--- src/rtl/inter_cfg_arb_if.sv ---
// -----------------------------------------------------------------------------
// inter_cfg_arb_if
// Groups the two requester command ports and the internal config register bus
// used by inter_cfg_arb.
//   slave  : arbiter view (takes commands and read data, drives responses and
//            the bus strobes)
//   master : requester / register-bus side (drives commands and read data,
//            observes responses and strobes)
// Signals
//   req_x, req_x_wr, req_x_addr[15:0], req_x_wdata[31:0]   command pulse
//   busy_x, ack_x, err_x, rdata_x[31:0]                     per-port response
//   inter_cfg_wr_en, inter_cfg_rd_en, inter_cfg_addr[15:0],
//   inter_cfg_wr_data[31:0]                                 bus request
//   inter_cfg_rd_data[31:0], inter_cfg_rd_data_valid        bus read return
// -----------------------------------------------------------------------------
interface inter_cfg_arb_if;
   logic        req_a;
   logic        req_a_wr;
   logic [15:0] req_a_addr;
   logic [31:0] req_a_wdata;
   logic        busy_a;
   logic        ack_a;
   logic        err_a;
   logic [31:0] rdata_a;

   logic        req_b;
   logic        req_b_wr;
   logic [15:0] req_b_addr;
   logic [31:0] req_b_wdata;
   logic        busy_b;
   logic        ack_b;
   logic        err_b;
   logic [31:0] rdata_b;

   logic        inter_cfg_wr_en;
   logic        inter_cfg_rd_en;
   logic [15:0] inter_cfg_addr;
   logic [31:0] inter_cfg_wr_data;
   logic [31:0] inter_cfg_rd_data;
   logic        inter_cfg_rd_data_valid;

   modport slave (
      input  req_a, req_a_wr, req_a_addr, req_a_wdata,
      input  req_b, req_b_wr, req_b_addr, req_b_wdata,
      output busy_a, ack_a, err_a, rdata_a,
      output busy_b, ack_b, err_b, rdata_b,
      output inter_cfg_wr_en, inter_cfg_rd_en, inter_cfg_addr, inter_cfg_wr_data,
      input  inter_cfg_rd_data, inter_cfg_rd_data_valid
   );

   modport master (
      output req_a, req_a_wr, req_a_addr, req_a_wdata,
      output req_b, req_b_wr, req_b_addr, req_b_wdata,
      input  busy_a, ack_a, err_a, rdata_a,
      input  busy_b, ack_b, err_b, rdata_b,
      input  inter_cfg_wr_en, inter_cfg_rd_en, inter_cfg_addr, inter_cfg_wr_data,
      output inter_cfg_rd_data, inter_cfg_rd_data_valid
   );
endinterface

--- src/rtl/inter_cfg_arb.sv ---
// -----------------------------------------------------------------------------
// inter_cfg_arb
// Shares the internal config register bus between requester A (UDP command
// path) and requester B (local/UART command path). Each port buffers one
// command; pending commands are granted round-robin, issued as a single-cycle
// wr/rd strobe, and answered with ack (+err on read timeout / rejection).
// No new grants while init_busy is high.
// Ports
//   clk_sys    in   system clock
//   rst_n      in   synchronous active-low reset
//   init_busy  in   init config loader active
//   cfg        slave modport of inter_cfg_arb_if (commands, responses, bus)
// Parameters
//   RD_TIMEOUT  cycles spent waiting for read data before an error response
//   TO_DATA     rdata returned on read timeout
// Build option
//   CFG_ARB_WR_PROTECT_EN : reject writes to 16'h0000 or above 16'h00FF
// -----------------------------------------------------------------------------
module inter_cfg_arb #(
   parameter logic [15:0] RD_TIMEOUT = 16'd255,
   parameter logic [31:0] TO_DATA    = 32'hDEAD_BEEF
) (
   input  logic           clk_sys,
   input  logic           rst_n,
   input  logic           init_busy,
   inter_cfg_arb_if.slave cfg
);

   localparam int NUM_PORTS = 2;

   typedef struct packed {
      logic        wr;
      logic [15:0] addr;
      logic [31:0] wdata;
   } cmd_t;

   typedef enum logic [1:0] {IDLE, ISSUE, WAIT_RD, RESP} state_t;

   logic [NUM_PORTS-1:0]        req;
   cmd_t [NUM_PORTS-1:0]        req_cmd;
   logic [NUM_PORTS-1:0]        pend;
   cmd_t [NUM_PORTS-1:0]        cmd;
   logic [NUM_PORTS-1:0]        clr;

   state_t                      state;
   logic                        owner;
   logic                        last_owner;
   logic [15:0]                 cnt;
   logic                        wr_en;
   logic                        rd_en;
   logic [15:0]                 bus_addr;
   logic [31:0]                 bus_wdata;
   logic [NUM_PORTS-1:0]        ack;
   logic [NUM_PORTS-1:0]        err;
   logic [NUM_PORTS-1:0][31:0]  rdata;

   logic                        gnt;
   cmd_t                        gcmd;
   logic                        reject;

   assign req[0]     = cfg.req_a;
   assign req[1]     = cfg.req_b;
   assign req_cmd[0] = {cfg.req_a_wr, cfg.req_a_addr, cfg.req_a_wdata};
   assign req_cmd[1] = {cfg.req_b_wr, cfg.req_b_addr, cfg.req_b_wdata};

   // One-deep command buffer per port; a request arriving while the port is
   // busy (including its ack cycle) is dropped.
   always_ff @(posedge clk_sys) begin
      if (!rst_n) begin
         pend <= '0;
         cmd  <= '0;
      end else begin
         for (int p = 0; p < NUM_PORTS; p++) begin
            if (clr[p])
               pend[p] <= 1'b0;
            else if (req[p] && !pend[p]) begin
               pend[p] <= 1'b1;
               cmd[p]  <= req_cmd[p];
            end
         end
      end
   end

   // Round-robin: on a tie the port that was not served last wins.
   always_comb begin
      gnt  = pend[1] & (~pend[0] | ~last_owner);
      gcmd = cmd[gnt];
      clr  = '0;
      if (state == RESP) clr[owner] = 1'b1;
   end

`ifdef CFG_ARB_WR_PROTECT_EN
   // Version register and anything outside the low page are read-only.
   assign reject = gcmd.wr && ((gcmd.addr == 16'h0000) || (gcmd.addr > 16'h00FF));
`else
   assign reject = 1'b0;
`endif

   always_ff @(posedge clk_sys) begin
      if (!rst_n) begin
         state      <= IDLE;
         owner      <= 1'b0;
         last_owner <= 1'b1;
         cnt        <= '0;
         wr_en      <= 1'b0;
         rd_en      <= 1'b0;
         bus_addr   <= '0;
         bus_wdata  <= '0;
         ack        <= '0;
         err        <= '0;
         rdata      <= '0;
      end else begin
         wr_en <= 1'b0;
         rd_en <= 1'b0;
         ack   <= '0;
         err   <= '0;
         case (state)
            IDLE: begin
               if (!init_busy && (|pend)) begin
                  owner <= gnt;
                  if (reject) begin
                     // No bus access; answer straight away.
                     ack[gnt] <= 1'b1;
                     err[gnt] <= 1'b1;
                     state    <= RESP;
                  end else begin
                     bus_addr  <= gcmd.addr;
                     bus_wdata <= gcmd.wdata;
                     wr_en     <= gcmd.wr;
                     rd_en     <= ~gcmd.wr;
                     state     <= ISSUE;
                  end
               end
            end
            ISSUE: begin
               if (cmd[owner].wr) begin
                  ack[owner] <= 1'b1;
                  state      <= RESP;
               end else begin
                  cnt   <= '0;
                  state <= WAIT_RD;
               end
            end
            WAIT_RD: begin
               if (cfg.inter_cfg_rd_data_valid) begin
                  rdata[owner] <= cfg.inter_cfg_rd_data;
                  ack[owner]   <= 1'b1;
                  state        <= RESP;
               end else if (cnt == RD_TIMEOUT - 16'd1) begin
                  rdata[owner] <= TO_DATA;
                  ack[owner]   <= 1'b1;
                  err[owner]   <= 1'b1;
                  state        <= RESP;
               end else begin
                  cnt <= cnt + 16'd1;
               end
            end
            RESP: begin
               last_owner <= owner;
               state      <= IDLE;
            end
            default: state <= IDLE;
         endcase
      end
   end

   assign cfg.busy_a            = pend[0];
   assign cfg.busy_b            = pend[1];
   assign cfg.ack_a             = ack[0];
   assign cfg.ack_b             = ack[1];
   assign cfg.err_a             = err[0];
   assign cfg.err_b             = err[1];
   assign cfg.rdata_a           = rdata[0];
   assign cfg.rdata_b           = rdata[1];
   assign cfg.inter_cfg_wr_en   = wr_en;
   assign cfg.inter_cfg_rd_en   = rd_en;
   assign cfg.inter_cfg_addr    = bus_addr;
   assign cfg.inter_cfg_wr_data = bus_wdata;

endmodule

--- src/flat_wrapper.sv ---
// flat-port wrapper written by rule: the top's interface ports become plain ports
module inter_cfg_arb_flat 
#(
   parameter logic [15:0] RD_TIMEOUT = 16'd255,
   parameter logic [31:0] TO_DATA    = 32'hDEAD_BEEF
)
  (clk_sys, rst_n, init_busy, cfg_req_a, cfg_req_a_wr, cfg_req_a_addr, cfg_req_a_wdata, cfg_req_b, cfg_req_b_wr, cfg_req_b_addr, cfg_req_b_wdata, cfg_busy_a, cfg_ack_a, cfg_err_a, cfg_rdata_a, cfg_busy_b, cfg_ack_b, cfg_err_b, cfg_rdata_b, cfg_inter_cfg_wr_en, cfg_inter_cfg_rd_en, cfg_inter_cfg_addr, cfg_inter_cfg_wr_data, cfg_inter_cfg_rd_data, cfg_inter_cfg_rd_data_valid);
  inter_cfg_arb_if cfg_i ();
  input  logic clk_sys;
  input  logic rst_n;
  input  logic init_busy;
  input wire logic [$bits(cfg_i.req_a)-1:0] cfg_req_a;
  input wire logic [$bits(cfg_i.req_a_wr)-1:0] cfg_req_a_wr;
  input wire logic [$bits(cfg_i.req_a_addr)-1:0] cfg_req_a_addr;
  input wire logic [$bits(cfg_i.req_a_wdata)-1:0] cfg_req_a_wdata;
  input wire logic [$bits(cfg_i.req_b)-1:0] cfg_req_b;
  input wire logic [$bits(cfg_i.req_b_wr)-1:0] cfg_req_b_wr;
  input wire logic [$bits(cfg_i.req_b_addr)-1:0] cfg_req_b_addr;
  input wire logic [$bits(cfg_i.req_b_wdata)-1:0] cfg_req_b_wdata;
  output wire logic [$bits(cfg_i.busy_a)-1:0] cfg_busy_a;
  output wire logic [$bits(cfg_i.ack_a)-1:0] cfg_ack_a;
  output wire logic [$bits(cfg_i.err_a)-1:0] cfg_err_a;
  output wire logic [$bits(cfg_i.rdata_a)-1:0] cfg_rdata_a;
  output wire logic [$bits(cfg_i.busy_b)-1:0] cfg_busy_b;
  output wire logic [$bits(cfg_i.ack_b)-1:0] cfg_ack_b;
  output wire logic [$bits(cfg_i.err_b)-1:0] cfg_err_b;
  output wire logic [$bits(cfg_i.rdata_b)-1:0] cfg_rdata_b;
  output wire logic [$bits(cfg_i.inter_cfg_wr_en)-1:0] cfg_inter_cfg_wr_en;
  output wire logic [$bits(cfg_i.inter_cfg_rd_en)-1:0] cfg_inter_cfg_rd_en;
  output wire logic [$bits(cfg_i.inter_cfg_addr)-1:0] cfg_inter_cfg_addr;
  output wire logic [$bits(cfg_i.inter_cfg_wr_data)-1:0] cfg_inter_cfg_wr_data;
  input wire logic [$bits(cfg_i.inter_cfg_rd_data)-1:0] cfg_inter_cfg_rd_data;
  input wire logic [$bits(cfg_i.inter_cfg_rd_data_valid)-1:0] cfg_inter_cfg_rd_data_valid;
  assign cfg_i.req_a = cfg_req_a;
  assign cfg_i.req_a_wr = cfg_req_a_wr;
  assign cfg_i.req_a_addr = cfg_req_a_addr;
  assign cfg_i.req_a_wdata = cfg_req_a_wdata;
  assign cfg_i.req_b = cfg_req_b;
  assign cfg_i.req_b_wr = cfg_req_b_wr;
  assign cfg_i.req_b_addr = cfg_req_b_addr;
  assign cfg_i.req_b_wdata = cfg_req_b_wdata;
  assign cfg_busy_a = cfg_i.busy_a;
  assign cfg_ack_a = cfg_i.ack_a;
  assign cfg_err_a = cfg_i.err_a;
  assign cfg_rdata_a = cfg_i.rdata_a;
  assign cfg_busy_b = cfg_i.busy_b;
  assign cfg_ack_b = cfg_i.ack_b;
  assign cfg_err_b = cfg_i.err_b;
  assign cfg_rdata_b = cfg_i.rdata_b;
  assign cfg_inter_cfg_wr_en = cfg_i.inter_cfg_wr_en;
  assign cfg_inter_cfg_rd_en = cfg_i.inter_cfg_rd_en;
  assign cfg_inter_cfg_addr = cfg_i.inter_cfg_addr;
  assign cfg_inter_cfg_wr_data = cfg_i.inter_cfg_wr_data;
  assign cfg_i.inter_cfg_rd_data = cfg_inter_cfg_rd_data;
  assign cfg_i.inter_cfg_rd_data_valid = cfg_inter_cfg_rd_data_valid;
  inter_cfg_arb #(.RD_TIMEOUT(RD_TIMEOUT), .TO_DATA(TO_DATA)) u_core (.clk_sys(clk_sys), .rst_n(rst_n), .init_busy(init_busy), .cfg(cfg_i));
endmodule
--- config.mk ---
export PLATFORM = sky130hd
export DESIGN_NAME = inter_cfg_arb_flat
export DESIGN_NICKNAME = d
export VERILOG_FILES = /design/src/rtl/inter_cfg_arb_if.sv /design/src/rtl/inter_cfg_arb.sv /design/src/flat_wrapper.sv
export SDC_FILE = /design/constraint.sdc
export NUM_CORES = 1
export LEC_CHECK = 0
export BUFFER_PORTS_ARGS = -buffer_cell sky130_fd_sc_hd__buf_2
export CORE_MARGIN = 5
export CORE_UTILIZATION = 40
export DETAILED_ROUTE_END_ITERATION = 16
export PLACE_DENSITY = 0.69
export SETUP_SLACK_MARGIN = 0.02
export SYNTH_ARGS = -nofsm -noshare
export SYNTH_HDL_FRONTEND = slang
export SYNTH_SLANG_ARGS = --single-unit
--- constraint.sdc ---
create_clock -name clk_sys -period 2.5 [get_ports clk_sys]
set_input_delay 0.25 -clock clk_sys [delete_from_list [all_inputs] [get_ports clk_sys]]
set_output_delay 0.25 -clock clk_sys [all_outputs]
set_load 0.005 [all_outputs]
## Word level (Yosys, flattened, before mapping)

Index checks and enable logic that the tools add are counted.

| word-level totals | value |
|---|---|
| register bits | 238 |
| output and inout bits | 120 |
| logic and storage cells | 91 |

| operators by class | value |
|---|---|
| $add $sub $neg | 1 |
| $lt $le $gt $ge | 3 |
| eq/ne operators | 9 |
| multiplexer cells | 25 |
| bitwise operators | 12 |
| reduce and logical (&&, ||, !) cells | 21 |

Operators with widths:

| kind | number |
|---|---|
| $mux W49 | 4 |
| $mux W64 | 2 |
| $bwmux W64 | 1 |
| $mux W16 | 3 |
| $or A48 B48 Y48 | 1 |
| $demux W32 S1 | 1 |
| $mux W32 | 1 |
| $pmux W16 S2 | 1 |
| $add A16 B1 Y16 const B | 1 |
| $and A16 B16 Y16 | 1 |
| $eq A16 B8 Y1 const B | 1 |
| $not A16 Y16 | 1 |
| $mux W2 | 7 |
| $reduce_and A2 Y1 | 5 |
| $pmux W2 S4 | 1 |
| $not A1 Y1 | 7 |
| $ne A2 B2 Y1 const B | 3 |
| $reduce_or A2 Y1 | 3 |
| $eq A2 B2 Y1 const B | 2 |
| $logic_and A1 B1 Y1 | 4 |
| $lt A1 B2 Y1 const B | 2 |
| $pmux W2 S2 | 1 |
| $reduce_and A4 Y1 | 1 |
| $reduce_bool A2 Y1 | 2 |
| 12 further kinds | 15 |

## Longest topological paths before layout

| logic depth | value |
|---|---|
| depth in word-level cells | 8 |
| depth in mapped cells | 9 |

## Least setup slack after synthesis

Ideal clock, no wire load.

| timing | value |
|---|---|
| path kind | register -> register |
| start point | reg u_core.cnt[0] |
| end point | reg u_core.rdata (netlist bit u_core.cfg.rdata_b[13]) |
| library setup time | 0.119 ns |
| arrival | 1.684 ns |
| data required time | 2.381 ns |
| setup slack | 0.697 ns |
| cell stages (with the launch flop) | 9 |
| buffers on the path | 2 |
| clock period less this slack | 1.803 ns |
| path through | dfxtp_1 inv_1 ha_1 and2b_1 and4_1 buf_6 o211a_4 buf_6 o221a_2 |

| on the way | value |
|---|---|
| word-level cells in the longest chain between the ends | 3 |

RTL lines:

| what | RTL line | source |
|---|---|---|
| from (decl) | inter_cfg_arb.sv:48 | `logic [15:0] cnt;` |
| from (signal assigned) | inter_cfg_arb.sv:155 | `cnt <= cnt + 16'd1;` |
| $eq A16 B8 Y1 | inter_cfg_arb.sv:149 | `end else if (cnt == RD_TIMEOUT - 16'd1) begin` |
| $reduce_bool A2 Y1 (no source line) | -- |  |
| $reduce_and A2 Y1 (no source line) | -- |  |
| to (signal, indexed assignment) | inter_cfg_arb.sv:146 | `rdata[owner] <= cfg.inter_cfg_rd_data;` |
| to (decl) | inter_cfg_arb.sv:55 | `logic [NUM_PORTS-1:0][31:0] rdata;` |

No other way between the ends.
A chain may end at the register's enable or synchronous reset.

## Worst setup path after layout

| timing | value |
|---|---|
| start point | reg u_core.cnt[0] |
| end point | reg u_core.cnt[13] |

| on the way | value |
|---|---|
| word-level cells in the longest chain between the ends | 4 |
| elaborated cells on any way between the ends | 7 |

RTL lines:

| what | RTL line | source |
|---|---|---|
| $add A16 B1 Y16 | inter_cfg_arb.sv:155 |  |
| $mux W16 | inter_cfg_arb.sv:149 |  |
| $mux W16 | inter_cfg_arb.sv:145 | `if (cfg.inter_cfg_rd_data_valid) begin` |
| $pmux W16 S2 | inter_cfg_arb.sv:117 | `case (state)` |

Parallel ways exist; a longest one is shown, timed or not. The select of a mux whose other input is x is not followed.

==> impl_metrics.csv <==
group,metric,value,unit
worst_hold_path,holdCritPathClass,"input pin to flop",
placed_design,port_buffers,255,
synth,synth_top_area_cell,"dfxtp_1",
die,die_h,166,µm
clocking,cts_hold_buffers,96,
setup_path,cpMaxStageDelayCell,"o211ai_2",
synth,yosys-top-cells-area,"dfxtp_1, nand2_1, a21boi_0, mux2i_1, o221a_2",
global_routing,grt_pass1_vias,8453,
power,p_leak,5.96,nW
cells_and_area,area_delta_synth_final,35.1,%
clocking,cts_root_buf,"clkbuf_16",
synth,syn_inst,1024,
clocking,cts_resized,0,
timing,fmax,493,MHz
setup_path,required,2870,ps
power,swShare,25.3,%
status,status,"complete, no violations",
die,start_util,40.2,%
synth,synth_seq_cells,238,
drt,ant_nets,0,
synth,synth_cell_types,52,
power,internal_power,7.01,mW
cells_and_area,num_antenna_cells,0,
drt,vias_per_cell,5.25,
drt,route.detailed.drc,0,
synth,synth_seq_area_share,49.2,%
drt,vias,8832,
drt,dr.pass1.iters,5,
timing,hold_ws,15.8,ps
global_routing,grt_usage,19.6,%
timing,tns,0,ps
placed_design,gp_congestion,0.814,
synth,yosysMostFrequentCell,"nand2_1",
global_routing,grt_max_degree,91,
drt,drtIter0Drc,711,
die,io_pins,256,
synth,avgSynthCellArea,9.45,µm²
power,netSwitchingPower,2.38,mW
power,p_clk_share,41.7,%
clocking,cts_setup_buffers,0,
die,rows,57,
die,dieArea,27400,µm²
clocking,cts_buffer_depth,3,
setup_path,endpoint_kind,"flop",
synth,synth-edff-count,0,
die,core,24100,µm²
setup_path,max_stage_delay,570,ps
synth,synth_common_cells,"nand2_1, dfxtp_1, a21boi_0, mux2i_1, o211a_1",
global_routing,grt-ovfl-total,0,
setup_path,critPathArrivalTime,2400,ps
cells_and_area,drive_gt1_share,28.2,%
timing,finClkSkew,9.60,ps
timing,drv_slew,0,
drt,wirelength,28400,µm
synth,synth_nets,1166,
setup_path,startpoint_type,"flop",
synth,ys_warn_count,0,
setup_path,worstSetupPathType,"flop to flop",
placed_design,hpwl,17800,µm
clocking,cts.sinks,238,
cells_and_area,nets,1480,
synth,async_flop_share,0,%
drt,wl_per_cell,16.9,µm
clocking,clk_latency,520,ps
power,peakVddDrop,0.530,mV
timing,period_share,81.1,%
global_routing,antenna_found_initial,1,
setup_path,critical_path.max_fanout,13,
timing,finalSetupViolCount,0,
timing,hold_viol,0,
synth,synth_top_cell_area_share,49.2,%
global_routing,grt_pass1_wl,44000,µm
die,die_w,166,µm
synth,syn_area,9680,µm²
power,total_power,9.38,mW
synth,synthFlopType,"dfxtp_1",
clocking,clkTransAtPathRegs,60,ps
clocking,cts_tree,"yes",
power,p_per_area,718,nW/µm²
power,pwr-share-seq,44.5,%
timing,tightest_slew,918,ps
power,power_frac_comb,13.7,%
clocking,cts.htree.levels,1,
clocking,cts_buffers,26,
setup_path,worstPathCellList,"inv_1 -> ha_1 -> and2b_1 -> and4_1 -> o211ai_2 -> a31oi_1",
timing,layout_min_cycle_time,2030,ps
timing,slew_headroom,38.6,%
timing,grt_setup_unrepaired,"no",
flow_run,drv_cap,0,
registers in the layout, indices dropped and copies added (netlist names):
name and count:
u_core.cmd 98, u_core.cfg.inter_cfg_wr_data 32, u_core.cfg.rdata_a 32, u_core.cfg.rdata_b 32, u_core.cfg.inter_cfg_addr 16, u_core.cnt 16
u_core.ack 2, u_core.err 2, u_core.pend 2, u_core.state 2, u_core.cfg.inter_cfg_rd_en 1, u_core.cfg.inter_cfg_wr_en 1
u_core.last_owner 1, u_core.owner 1
area by class of cell:
class,count,area (µm²)
clock buffers,34,762
multi-input cells,692,4490
fillers,2154,11000
repair buffers,372,2490
flip-flops and latches,238,4760
inverters,8,30.0
well taps,324,405
clock inverters,14,139
per-stage QoR:
step           worst slack, ps  cells  instance area (µm²)  utilization [%]
6_report                   471   1682                13100             54.2
5_1_grt                    274   1682                13100             54.2
4_1_cts                    483   1682                13100             54.2
3_5_place_dp               506   1538                11200             46.5
3_3_place_gp               529   1538                11200             46.5
2_1_floorplan              697   1024                 9680                -
worst max-delay path, delay by kind of cell (launching register included):
kind / cells / cell delay, ps
adder cells (fa/ha/maj): 1 / 210
AO/OA/AOI/OAI: 2 / 750
flip-flops: 1 / 390
AND/OR/NAND/NOR: 2 / 440
buffers and inverters: 1 / 90
power by group through the flow:
stage	logic (mW)	registers, mW	clock network, mW
floorplan	0.685	4.24	0
global placement	1.15	4.25	0
detailed placement	1.16	4.25	0
CTS	1.28	4.17	4.02
global route	1.42	4.20	4.19
finish	1.29	4.18	3.92
worst paths after layout:
kind | start | endpoint | slack, ps | depth (start not counted)
max | u_core.cnt[0] | u_core.cnt[13] | 470 | 6
min | cfg_req_a | u_core.pend[0] | 20 | 3
max reg2reg | u_core.cnt[0] | u_core.cnt[13] | 470 | 6
min reg2reg | u_core.cmd[35] | u_core.cmd[35] | 460 | 2
cell usage in the layout (no fill, tap or decap), drive strengths merged, types with 13 or more instances in the layout:
cell type | netlist | final
nand2 | 293 | 293
buf | 41 | 276
dfxtp | 238 | 238
a21boi | 100 | 100
dlygate4sd3 | 0 | 96
o211a | 53 | 53
mux2i | 52 | 52
o221a | 48 | 48
clkbuf | 45 | 34
nand2b | 24 | 24
o22ai | 16 | 16
a31oi | 13 | 13
layer usage:
layer	global-route usage, %	up-vias	routed length (µm)
met5	0	-	7
met4	5.85	2	803
met3	3.77	62	2120
met2	33.4	348	13300
met1	25.4	4181	12200
li1	-	4239	-
cell families after synthesis:
group           count (synthesis)  share of synthesized area (%)
mux                            53                           5.53
fa+ha+maj                       6                          0.775
simple gates                  370                           16.4
flops                         238                           49.2
buf+inv                        94                           4.69
compound gates                263                           23.4
(Power assumes the default switching activity.)
